**src/rtl/mips_mem_arbiter_if.sv**
```systemverilog
// mips_mem_arbiter_if: bundle of loader, data, fetch, core-control and memory signals for mips_mem_arbiter
// Parameters: AW word-address width, DW data width.
// master modport: requester/memory side (drives requests, core status, mem_rdata).
// slave modport : arbiter side (drives grants, rvalids, rdata, cpu_hold, mem_* controls).
interface mips_mem_arbiter_if #(
    parameter int AW = 10,
    parameter int DW = 32
);
    logic          ld_req, ld_we, ld_done, ld_gnt;
    logic [AW-1:0] ld_addr;
    logic [DW-1:0] ld_wdata;
    logic          d_req, d_we, d_gnt, d_rvalid;
    logic [AW-1:0] d_addr;
    logic [DW-1:0] d_wdata;
    logic          i_req, i_gnt, i_rvalid;
    logic [AW-1:0] i_addr;
    logic [DW-1:0] rdata;
    logic          cpu_halted, cpu_hold;
    logic          mem_en, mem_we;
    logic [AW-1:0] mem_addr;
    logic [DW-1:0] mem_wdata, mem_rdata;
    modport master (
        output ld_req, ld_we, ld_addr, ld_wdata, ld_done,
        output d_req, d_we, d_addr, d_wdata,
        output i_req, i_addr,
        output cpu_halted, mem_rdata,
        input  ld_gnt, d_gnt, d_rvalid, i_gnt, i_rvalid, rdata, cpu_hold,
        input  mem_en, mem_we, mem_addr, mem_wdata
    );
    modport slave (
        input  ld_req, ld_we, ld_addr, ld_wdata, ld_done,
        input  d_req, d_we, d_addr, d_wdata,
        input  i_req, i_addr,
        input  cpu_halted, mem_rdata,
        output ld_gnt, d_gnt, d_rvalid, i_gnt, i_rvalid, rdata, cpu_hold,
        output mem_en, mem_we, mem_addr, mem_wdata
    );
endinterface

```
**src/rtl/mips_mem_arbiter.sv**
```systemverilog
// mips_mem_arbiter: single-port memory arbiter (loader > data > fetch) and BOOT/RUN/HALT core run sequencer
// Ports: clk, rst (async, active-high), bus (mips_mem_arbiter_if.slave: loader, data, fetch,
//        core control and memory signals).
// Optional macro MEM_ARB_STARVE_GUARD_EN: after STARVE_LIM consecutive denied fetch cycles in RUN,
//        fetch outranks data until it is granted.
module mips_mem_arbiter #(
    parameter int AW = 10,
    parameter int DW = 32
`ifdef MEM_ARB_STARVE_GUARD_EN
    , parameter int STARVE_LIM = 4
`endif
) (
    input logic               clk,
    input logic               rst,
    mips_mem_arbiter_if.slave bus
);
    typedef enum logic [1:0] {BOOT, RUN, HALT} state_e;
    state_e        state_q, state_d;
    logic          core_ok, ld_g, d_g, i_g, fetch_first;
    logic          i_rvalid_q, d_rvalid_q;
    logic [AW-1:0] addr_mux;
    logic [DW-1:0] wdata_mux;
`ifdef MEM_ARB_STARVE_GUARD_EN
    localparam int SW = $clog2(STARVE_LIM + 1);
    logic [SW-1:0] starve_cnt_q, starve_cnt_d;
    assign fetch_first = starve_cnt_q == SW'(STARVE_LIM);
    // Counts only RUN cycles with a pending, denied fetch; saturates so fetch keeps priority until served.
    always_comb begin
        starve_cnt_d = (state_q == RUN && bus.i_req && !i_g) ?
                       (fetch_first ? starve_cnt_q : starve_cnt_q + 1'b1) : '0;
    end
    always_ff @(posedge clk or posedge rst) begin
        if (rst) starve_cnt_q <= '0;
        else     starve_cnt_q <= starve_cnt_d;
    end
`else
    assign fetch_first = 1'b0;
`endif
    always_comb begin
        state_d = state_q;
        core_ok = state_q == RUN && !bus.ld_req;
        ld_g    = bus.ld_req;
        d_g     = core_ok && bus.d_req && !(fetch_first && bus.i_req);
        i_g     = core_ok && bus.i_req && (fetch_first || !bus.d_req);
        // Halt wins in RUN; ld_done is only honoured outside RUN.
        state_d = (state_q == RUN) ? (bus.cpu_halted ? HALT : RUN) : (bus.ld_done ? RUN : state_q);
    end
    always_ff @(posedge clk or posedge rst) begin
        if (rst) begin
            state_q    <= BOOT;
            i_rvalid_q <= 1'b0;
            d_rvalid_q <= 1'b0;
        end else begin
            state_q    <= state_d;
            i_rvalid_q <= i_g;
            d_rvalid_q <= d_g && !bus.d_we;
        end
    end
    assign addr_mux      = ld_g ? bus.ld_addr : d_g ? bus.d_addr : bus.i_addr;
    assign wdata_mux     = ld_g ? bus.ld_wdata : bus.d_wdata;
    assign bus.ld_gnt    = ld_g;
    assign bus.d_gnt     = d_g;
    assign bus.i_gnt     = i_g;
    assign bus.d_rvalid  = d_rvalid_q;
    assign bus.i_rvalid  = i_rvalid_q;
    assign bus.rdata     = bus.mem_rdata;
    assign bus.cpu_hold  = state_q != RUN;
    assign bus.mem_en    = ld_g || d_g || i_g;
    assign bus.mem_we    = (ld_g && bus.ld_we) || (d_g && bus.d_we);
    assign bus.mem_addr  = addr_mux;
    assign bus.mem_wdata = wdata_mux;
endmodule
```
**src/flat_wrapper.sv**
```systemverilog
// flat-port wrapper written by rule: the top's interface ports become plain ports
module mips_mem_arbiter_flat 
#(
    parameter int AW = 10,
    parameter int DW = 32

)
  (clk, rst, bus_ld_req, bus_ld_we, bus_ld_addr, bus_ld_wdata, bus_ld_done, bus_d_req, bus_d_we, bus_d_addr, bus_d_wdata, bus_i_req, bus_i_addr, bus_cpu_halted, bus_mem_rdata, bus_ld_gnt, bus_d_gnt, bus_d_rvalid, bus_i_gnt, bus_i_rvalid, bus_rdata, bus_cpu_hold, bus_mem_en, bus_mem_we, bus_mem_addr, bus_mem_wdata);
  mips_mem_arbiter_if #(.AW(AW), .DW(DW)) bus_i ();
  input logic clk;
  input logic rst;
  input wire logic [$bits(bus_i.ld_req)-1:0] bus_ld_req;
  input wire logic [$bits(bus_i.ld_we)-1:0] bus_ld_we;
  input wire logic [$bits(bus_i.ld_addr)-1:0] bus_ld_addr;
  input wire logic [$bits(bus_i.ld_wdata)-1:0] bus_ld_wdata;
  input wire logic [$bits(bus_i.ld_done)-1:0] bus_ld_done;
  input wire logic [$bits(bus_i.d_req)-1:0] bus_d_req;
  input wire logic [$bits(bus_i.d_we)-1:0] bus_d_we;
  input wire logic [$bits(bus_i.d_addr)-1:0] bus_d_addr;
  input wire logic [$bits(bus_i.d_wdata)-1:0] bus_d_wdata;
  input wire logic [$bits(bus_i.i_req)-1:0] bus_i_req;
  input wire logic [$bits(bus_i.i_addr)-1:0] bus_i_addr;
  input wire logic [$bits(bus_i.cpu_halted)-1:0] bus_cpu_halted;
  input wire logic [$bits(bus_i.mem_rdata)-1:0] bus_mem_rdata;
  output wire logic [$bits(bus_i.ld_gnt)-1:0] bus_ld_gnt;
  output wire logic [$bits(bus_i.d_gnt)-1:0] bus_d_gnt;
  output wire logic [$bits(bus_i.d_rvalid)-1:0] bus_d_rvalid;
  output wire logic [$bits(bus_i.i_gnt)-1:0] bus_i_gnt;
  output wire logic [$bits(bus_i.i_rvalid)-1:0] bus_i_rvalid;
  output wire logic [$bits(bus_i.rdata)-1:0] bus_rdata;
  output wire logic [$bits(bus_i.cpu_hold)-1:0] bus_cpu_hold;
  output wire logic [$bits(bus_i.mem_en)-1:0] bus_mem_en;
  output wire logic [$bits(bus_i.mem_we)-1:0] bus_mem_we;
  output wire logic [$bits(bus_i.mem_addr)-1:0] bus_mem_addr;
  output wire logic [$bits(bus_i.mem_wdata)-1:0] bus_mem_wdata;
  assign bus_i.ld_req = bus_ld_req;
  assign bus_i.ld_we = bus_ld_we;
  assign bus_i.ld_addr = bus_ld_addr;
  assign bus_i.ld_wdata = bus_ld_wdata;
  assign bus_i.ld_done = bus_ld_done;
  assign bus_i.d_req = bus_d_req;
  assign bus_i.d_we = bus_d_we;
  assign bus_i.d_addr = bus_d_addr;
  assign bus_i.d_wdata = bus_d_wdata;
  assign bus_i.i_req = bus_i_req;
  assign bus_i.i_addr = bus_i_addr;
  assign bus_i.cpu_halted = bus_cpu_halted;
  assign bus_i.mem_rdata = bus_mem_rdata;
  assign bus_ld_gnt = bus_i.ld_gnt;
  assign bus_d_gnt = bus_i.d_gnt;
  assign bus_d_rvalid = bus_i.d_rvalid;
  assign bus_i_gnt = bus_i.i_gnt;
  assign bus_i_rvalid = bus_i.i_rvalid;
  assign bus_rdata = bus_i.rdata;
  assign bus_cpu_hold = bus_i.cpu_hold;
  assign bus_mem_en = bus_i.mem_en;
  assign bus_mem_we = bus_i.mem_we;
  assign bus_mem_addr = bus_i.mem_addr;
  assign bus_mem_wdata = bus_i.mem_wdata;
  mips_mem_arbiter #(.AW(AW), .DW(DW)) u_core (.clk(clk), .rst(rst), .bus(bus_i));
endmodule
```
**config.mk**
```make
export PLATFORM = sky130hd
export DESIGN_NAME = mips_mem_arbiter_flat
export DESIGN_NICKNAME = d
export VERILOG_FILES = /design/src/rtl/mips_mem_arbiter_if.sv /design/src/rtl/mips_mem_arbiter.sv /design/src/flat_wrapper.sv
export SDC_FILE = /design/constraint.sdc
export NUM_CORES = 1
export LEC_CHECK = 0
export CELL_PAD_IN_SITES_DETAIL_PLACEMENT = 1
export CELL_PAD_IN_SITES_GLOBAL_PLACEMENT = 1
export CORE_AREA = 2 2 84 86
export CTS_CLUSTER_SIZE = 10
export DETAILED_ROUTE_END_ITERATION = 8
export DIE_AREA = 0 0 86 88
export DONT_BUFFER_PORTS = 1
export PLACE_DENSITY_LB_ADDON = 0.1
export REMOVE_ABC_BUFFERS = 1
export SYNTH_ARGS = -nofsm -noshare
export SYNTH_HDL_FRONTEND = slang
export SYNTH_SLANG_ARGS = --single-unit
export TNS_END_PERCENT = 50
```
**constraint.sdc**
```tcl
create_clock -name clk -period 2.4 [get_ports clk]
set_clock_uncertainty 0.15 [all_clocks]
set_input_delay 0.24 -clock clk [delete_from_list [all_inputs] [get_ports clk]]
set_output_delay 0.24 -clock clk [all_outputs]
set_load 0.02 [all_outputs]
```
Word level (Yosys, flattened, before mapping):

Cells that the tools add are included.

* output and inout port bits: 82
* flip-flop bits (word level): 4

* reductions and logical operators: 14
* multiplexer cells: 6
* equal/unequal tests: 2

Operator list (number)
* $mux 32: 1
* $mux 10: 2
* $logic_and 1x1->1: 7
* $mux 2: 3
* $logic_not 1->1: 3
* $logic_or 1x1->1: 3
* $eq 2x1->1 const B: 1
* $ne 2x1->1 const B: 1
* $reduce_bool 2->1: 1

Depth between registers and ports, before layout:

Gate-level depths: netlist (run 1).

* word-level depth: 5
* gate-level depth with buffers: 4
* gate-level depth less buffers: 3

Worst setup path after synthesis (run 1):

Ideal clock, no wire load.

* path type: register to output
* start point: register u_core.state_q[1]
* end point: output bus_i_gnt
* arrival time: 1.527 ns
* data required time: 2.010 ns
* slack: 0.483 ns
* buffers on the path: 0
* stages on the path, launching flop included: 3
* path through: dfrtp_1 nand2b_1 nor4b_1

* longest elaborated chain between the ends: 4

RTL lines
* from (decl): line mips_mem_arbiter.sv:18 `state_e state_q, state_d;`
* from (signal assigned): line mips_mem_arbiter.sv:54 `state_q <= state_d;`
* $eq 2x1->1: line mips_mem_arbiter.sv:41 `core_ok = state_q == RUN && !bus.ld_req;`
* $logic_and 1x1->1: line mips_mem_arbiter.sv:41
* $logic_and 1x1->1 (2 in a row): line mips_mem_arbiter.sv:44 `i_g = core_ok && bus.i_req && (fetch_first || !bus.d_req);`
* to (decl): line flat_wrapper.sv:28 `output wire logic [$bits(bus_i.i_gnt)-1:0] bus_i_gnt;`

Every way passes these cells.

Worst setup path in the final report (run 1):

* start point: register u_core.state_q[0]
* end point: output bus_mem_addr[2]

* longest elaborated chain between the ends: 5

RTL lines
* $eq 2x1->1: line mips_mem_arbiter.sv:41
* $logic_and 1x1->1: line mips_mem_arbiter.sv:41
* $logic_and 1x1->1: line mips_mem_arbiter.sv:43 `d_g = core_ok && bus.d_req && !(fetch_first && bus.i_req);`
* net bus_d_gnt: line flat_wrapper.sv:26 `output wire logic [$bits(bus_i.d_gnt)-1:0] bus_d_gnt;`
* $mux 10 (2 in a row): line mips_mem_arbiter.sv:59 `assign addr_mux = ld_g ? bus.ld_addr : d_g ? bus.d_addr : bus.i_addr;`
* to (decl): line flat_wrapper.sv:34 `output wire logic [$bits(bus_i.mem_addr)-1:0] bus_mem_addr;`

The timed path passes the listed nets, and every way through them passes these cells.

==> run_results.csv, run 1 <==
group,metric,value,unit
run_status,outcome,"complete, no violations",
global_route,grt_first_pass_wirelength,4850,microns
detailed_routing,vias,736,
detailed_routing,wl_met1,983,microns
floorplanning,boundaryPins,217,
yosys,syn_area_per_cell,9.32,sq um
clock_network,cts_made_buffers,3,
cells_and_area,layout.nets,212,
yosys,synth_edf_count,0,
detailed_routing,routed_wl,4010,microns
yosys,synth_top_cell_by_area,"mux2_2",
setup_path,crit_start,"u_core.state_q[0]",
clock_network,cts.sinks,4,
setup_path,cp_max_fo,14,
detailed_routing,dr_wl_met2,1890,microns
floorplanning,core_area,6640,sq um
detailed_routing,drt_pass1_iterations,2,
floorplanning,die_h,88,microns
pwr,vdd_drop_max,0.000108,V
timing,setup_violations,0,
setup_path,path_class,"flip-flop to output port",
global_route,grt_max_degree,49,
yosys,synth.ff_latch_count,4,
timing,tightest_slew,0.433,ns
setup_path,critPathLaunchType,"flip-flop",
global_route,grt_usage,9.02,%
yosys,async_reset_ff_share,100,%
placement,dp.cells,149,
setup_path,crit_path_end_kind,"output port",
yosys,yosysSeqAreaShare,10.0,%
cells_and_area,antenna_cells,0,
global_route,gr-total-overflow,0,
clock_network,clock_path_buffers,2,
run,max_cap_violations,0,
timing,final.min_clock_period,1.95,ns
yosys,synth_common_cells,"33 x buf_4, 32 x mux2_2, 11 x a22o_1",
setup_path,crit_arrival,1.56,ns
clock_network,root_buffer,"clkbuf_8",
yosys,synthDistinctLibCells,18,
pwr,power.density,530,nW/um^2
placement,place_congestion,0.719,
yosys,netlist_instances,107,
cells_and_area,area_growth,-10.5,%
floorplanning,die_w,86,microns
global_route,grt_pass1_vias,754,
setup_path,r2r_end,"u_core.bus.i_rvalid",
detailed_routing,via_per_inst,4.75,
detailed_routing,first_iter_violations,23,
timing,timing.fmax,0.512,GHz
yosys,synth_top_area_share,36.1,%
timing,fin_crit_sh,81.3,%
floorplanning,rows,30,
timing,hold_viol_final,0,
timing,maxSlewViolCount,0,
cells_and_area,final_cells,155,
clock_network,clk_pin_slew,0.03,ns
detailed_routing,top_layer_used,"met5",
setup_path,rrSetupSlack,0.92,ns
placement,io_buffers,0,
yosys,synthFlopType,"dfrtp_1",
timing,rsz0062_at_grt,"false",
clock_network,cts_tree,"built",
worst_hold_path,hold_class,"input pin to flip-flop",
setup_path,critPathMaxStageDelay,0.40,ns
floorplanning,die_area,7570,sq um
timing,tns,0,ns
detailed_routing,postRouteAntennaNets,0,
floorplanning,initial_core_util,15.0,%
setup_path,reg2reg_from,"u_core.state_q[1]",
setup_path,cp_cell_sequence,"and4bb_4, nor2_2, a21o_1",
detailed_routing,wl_per_cell,25.9,microns
detailed_routing,wl_met3,1060,microns
clock_network,h-tree-depth,1,
pwr,total_leakage_power,0.360,nW
yosys,syn-cell-area,997,sq um
yosys,yosysMostFrequentCell,"buf_4",
cells_and_area,layout-drive-gt1-share,50.7,%
cells_and_area,fillers,766,
clock_network,insertion_delay,0.22,ns
worst_hold_path,min-delay-start,"bus_ld_done",
detailed_routing,drcViolationCount,0,
setup_path,crit_slowest_cell,"dfrtp_1",
worst_hold_path,min_to,"u_core.state_q[0]",
setup_path,cp.required,2.01,ns
yosys,ys_top_cells_by_area,"mux2_2 36%, buf_4 25%, dfrtp_1 10%",
worst_hold_path,hold_depth,1,
timing,slew_headroom,71.1,%
clock_network,post_cts_resized,0,
global_route,antenna_found_initial,0,
yosys,synth_warnings,0,
setup_path,rr_worst_depth,3,
[placed cells by master, fill, tap and decap left out, types with 3 or more instances in the layout]
cell type       n
dlygate4sd3_1   3
mux2_2         32
a22o_1         11
dfrtp_1         4
clkbuf_8        3
a21o_1         10
[kinds of logic after synthesis]
kind of cell	Yosys count	synth area share, %
AOI/OAI and AO/OA	23	18.8
buffers and inverters	40	28.9
DFF	4	10.0
muxes	33	37.1
and+or+nand+nor	7	5.15
[worst max path at each step]
stage	end	slack, ns	cells after the start
6_report	bus_mem_addr[2]	0.45	3
5_1_grt	bus_mem_addr[5]	0.34	3
4_1_cts	bus_mem_addr[2]	0.40	3
3_5_place_dp	bus_mem_addr[2]	0.64	3
3_3_place_gp	bus_mem_addr[6]	0.69	3
2_1_floorplan	bus_i_gnt	0.48	2
[worst max-delay path: cells and delay by family, from the launching register on]
kind	cells	cell delay, ns
and+or+nand+nor	2	0.65
DFF	1	0.40
AOI/OAI and AO/OA	1	0.29
[repair_timing]
action / CTS / global route
endpoints found under the setup margin: 0 / 0
hold buffers: 3 / 0
setup buffers: 0 / 0
hold endpoints to repair: 6 / 0
[layer usage]
metal  GRT usage (%)  up-vias
li1                -      289
met2            13.2      130
met5            4.55        -
met3            11.2        4
met4            2.60        2
met1            7.28      311
[through the flow]
step / util (%) / setup slack, ns / total power, mW / hold slack, ns / area [sq um]
6_report: 13.4 / 0.448 / 0.473 / 0.0149 / 892
2_1_floorplan: - / 0.483 / 0.303 / -0.144 / 713
3_5_place_dp: 12.4 / 0.640 / 0.330 / -0.125 / 821
4_1_cts: 13.4 / 0.405 / 0.482 / 0.0109 / 892
3_3_place_gp: 12.4 / 0.695 / 0.330 / -0.123 / 821
5_1_grt: 13.4 / 0.336 / 0.494 / 0.0264 / 892
[power breakdown]
part	switching (mW)	internal (mW)	total, mW
Combinational	0.152	0.0876	0.240
Clock	0.0353	0.107	0.142
Sequential	0.0125	0.0784	0.0908
Total	0.200	0.273	0.473
[sequential cells by signal (all words and copies together) (netlist names)]
signal               flops
u_core.state_q           2
u_core.bus.d_rvalid      1
u_core.bus.i_rvalid      1
[final cells by class]
type	instances	area, sq um	area share, %
multi-input cells	63	609	68.3
flip-flops and latches	4	100	11.2
well taps	80	100	11.2
clock buffers	3	41.3	4.63
repair buffers	4	37.5	4.21
inverters	1	3.75	0.421
Note: power is estimated with default switching activity, not from simulation.
==> run 2, diff against run 1 <==
Clock period 2.4 ns to 1.64 ns, I/O delays scaled along.
==> run 2 against run 1 <==
The run now ends with setup timing left. Critical path type unchanged. Critical path depth unchanged. Global-route usage grew 0.57 points. Utilization increased by 1.4 points. Total power rose by 62%. Non-clock buffer count up 6. Highest routed layer unchanged. Wire length increased by 8.4%. Sequential power rose by 50%. Die area unchanged. Clock power grew 46%. Sequential share of layout area fell by 1.1 points. Critical endpoint is now bus_mem_addr[8]. Register-to-register slack got worse by 0.58 ns. Clock-buffer cell count is the same.
==> run_results.csv, run 2 (synthesized netlist as in run 1, its figures left out) <==
group,metric,value,unit
global_route,gr-total-overflow,0,
global_route,grt_max_degree,50,
cells_and_area,antenna_cells,0,
detailed_routing,postRouteAntennaNets,0,
clock_network,insertion_delay,0.22,ns
cells_and_area,layout-drive-gt1-share,56.6,%
detailed_routing,routed_wl,4350,microns
setup_path,cp.required,1.33,ns
timing,fin_ws,-0.102,ns
setup_path,crit_start,"u_core.state_q[1]",
setup_path,cp_max_fo,8,
setup_path,crit_slowest_cell,"and4bb_4",
floorplanning,die_w,86,microns
global_route,grt.met1_usage,7.40,%
clock_network,cts_tree,"built",
timing,tightest_slew,0.202,ns
cells_and_area,largest_reg_flops,2,
cells_and_area,layout.nets,220,
timing,setup_violations,10,
floorplanning,boundaryPins,217,
global_route,antenna_found_initial,0,
detailed_routing,wl_per_cell,26.7,microns
global_route,gr-usage-met2,15.2,%
timing,rsz0062_at_grt,"true",
global_route,grt_usage,9.59,%
clock_network,cts_made_buffers,3,
clock_network,root_buffer,"clkbuf_8",
placement,hpwlAfterDp,3560,microns
setup_path,critPathMaxStageDelay,0.44,ns
global_route,grt_first_pass_wirelength,5130,microns
floorplanning,die_area,7570,sq um
setup_path,crit_buf_inv,0,
setup_path,rr_worst_depth,4,
clock_network,clock_path_buffers,2,
worst_hold_path,hold_class,"input pin to flip-flop",
timing,whs,0.0173,ns
setup_path,cp_cell_sequence,"and4bb_4, a22o_1, a21o_1",
clock_network,cts.sinks,4,
setup_path,crit_path_end_kind,"output port",
setup_path,crit_arrival,1.43,ns
setup_path,cp.depth,3,
global_route,gr-usage-met3,11.1,%
detailed_routing,first_iter_violations,20,
setup_path,rrSetupSlack,0.34,ns
cells_and_area,final_common_cell,"mux2_2",
cells_and_area,area_growth,-1.13,%
floorplanning,core_area,6640,sq um
run_status,outcome,"finished, violations left",
setup_path,path_class,"flip-flop to output port",
clock_network,h-tree-depth,1,
placement,pre_cts_ws,-0.0137,ns
global_route,grt_pass1_vias,816,
placement,place_congestion,0.732,
run,max_cap_violations,0,
global_route,grt.busiest_layer,"met2",
floorplanning,initial_core_util,15.0,%
setup_path,critPathLaunchType,"flip-flop",
cells_and_area,largest-register,"u_core.state_q",
floorplanning,die_h,88,microns
floorplanning,rows,30,
setup_path,r2r_end,"u_core.state_q[1]",
timing,timing.fmax,0.574,GHz
setup_path,cp_top_family,"simple AND/OR/NAND/NOR gates",
pwr,total_leakage_power,0.415,nW
timing,fin_crit_sh,106,%
clock_network,clk_pin_slew,0.03,ns
detailed_routing,via_per_inst,4.83,
cells_and_area,final_cells,163,
placement,dp.cells,152,
detailed_routing,drt_pass1_iterations,3,
detailed_routing,drcViolationCount,0,
run_status,violations,"setup timing",
timing,slew_headroom,86.6,%
timing,final.min_clock_period,1.74,ns
detailed_routing,vias,787,
timing,hold_viol_final,0,
cells_and_area,layout_common_cells,"32 x mux2_2, 10 x a22o_1, 10 x a21o_1",
pwr,power.density,778,nW/um^2
placement,io_buffers,0,
setup_path,reg2reg_from,"u_core.state_q[1]",
pwr,vdd_drop_max,0.000181,V
timing,maxSlewViolCount,0,
setup_path,endpoint,"bus_mem_addr[8]",
## run 2: changes by cell type in the layout (fill, tap and decap cells not counted)
cell	change
buf_4	+5
nor2_4	+2
a22o_1	-1
a22o_4	+1
and4bb_2	+1
dlymetal6s4s_1	+1
nor2_2	-1
nor4b_1	-1
nor4b_2	+1
## run 2: what timing repair did
action	4_1_cts	5_1_grt
gates resized for setup	2	3
endpoints found under the hold margin	7	0
gates cloned	1	1
pin swaps	12	4
hold buffers	4	0
setup buffers	2	0
endpoints found under the setup margin	11	13
## run 2: worst min path at each step
stage | start | to | slack (ns) | depth (start not counted)
after global placement | rst | u_core.bus.i_rvalid | -0.19 | 1
after detailed placement | rst | u_core.bus.i_rvalid | -0.20 | 1
after CTS | bus_d_req | u_core.bus.i_rvalid | 0.02 | 2
after global routing | bus_d_req | u_core.bus.i_rvalid | 0.02 | 2
final | bus_d_req | u_core.bus.i_rvalid | 0.02 | 2
after floorplan | rst | u_core.bus.d_rvalid | -0.22 | 1
## run 2: worst reg2reg max path, stage by stage, from the launching register on
cell,delay [ns]
dfrtp_1,0.40
buf_4,0.15
buf_4,0.13
mux2i_1,0.10
dlymetal6s4s_1,0.25
## run 2: final cells by class
| cell class | instances | area (sq um) |
|---|---|---|
| clock buffers | 3 | 41.3 |
| fillers | 758 | 5660 |
| inverters | 1 | 3.75 |
| multi-input cells | 65 | 653 |
| flip-flops and latches | 4 | 100 |
| well taps | 80 | 100 |
| repair buffers | 10 | 87.6 |
## run 2: layer usage
layer | share of wire (%) | vias up | wire (microns)
li1 | - | 312 | -
met1 | 26 | 341 | 1110
met2 | 48 | 130 | 2090
met3 | 25 | 2 | 1080
met4 | 0.023 | 2 | 1
met5 | 1.3 | - | 56
## run 2: per-stage QoR
step                power [mW]  utilization, %  TNS (ns)  area (sq um)
floorplan                0.444               -    -0.448           713
global placement         0.504            12.7         0           843
detailed placement       0.507            12.7   -0.0710           843
CTS                      0.769            14.5     -1.01           966
global route             0.801            14.8     -1.23           986
finish                   0.767            14.8    -0.773           986
## run 2: where the power goes
| group | switching [mW] | internal (mW) |
|---|---|---|
| Sequential | 0.0216 | 0.115 |
| Clock | 0.0512 | 0.156 |
| Combinational | 0.244 | 0.179 |
| Total | 0.317 | 0.450 |
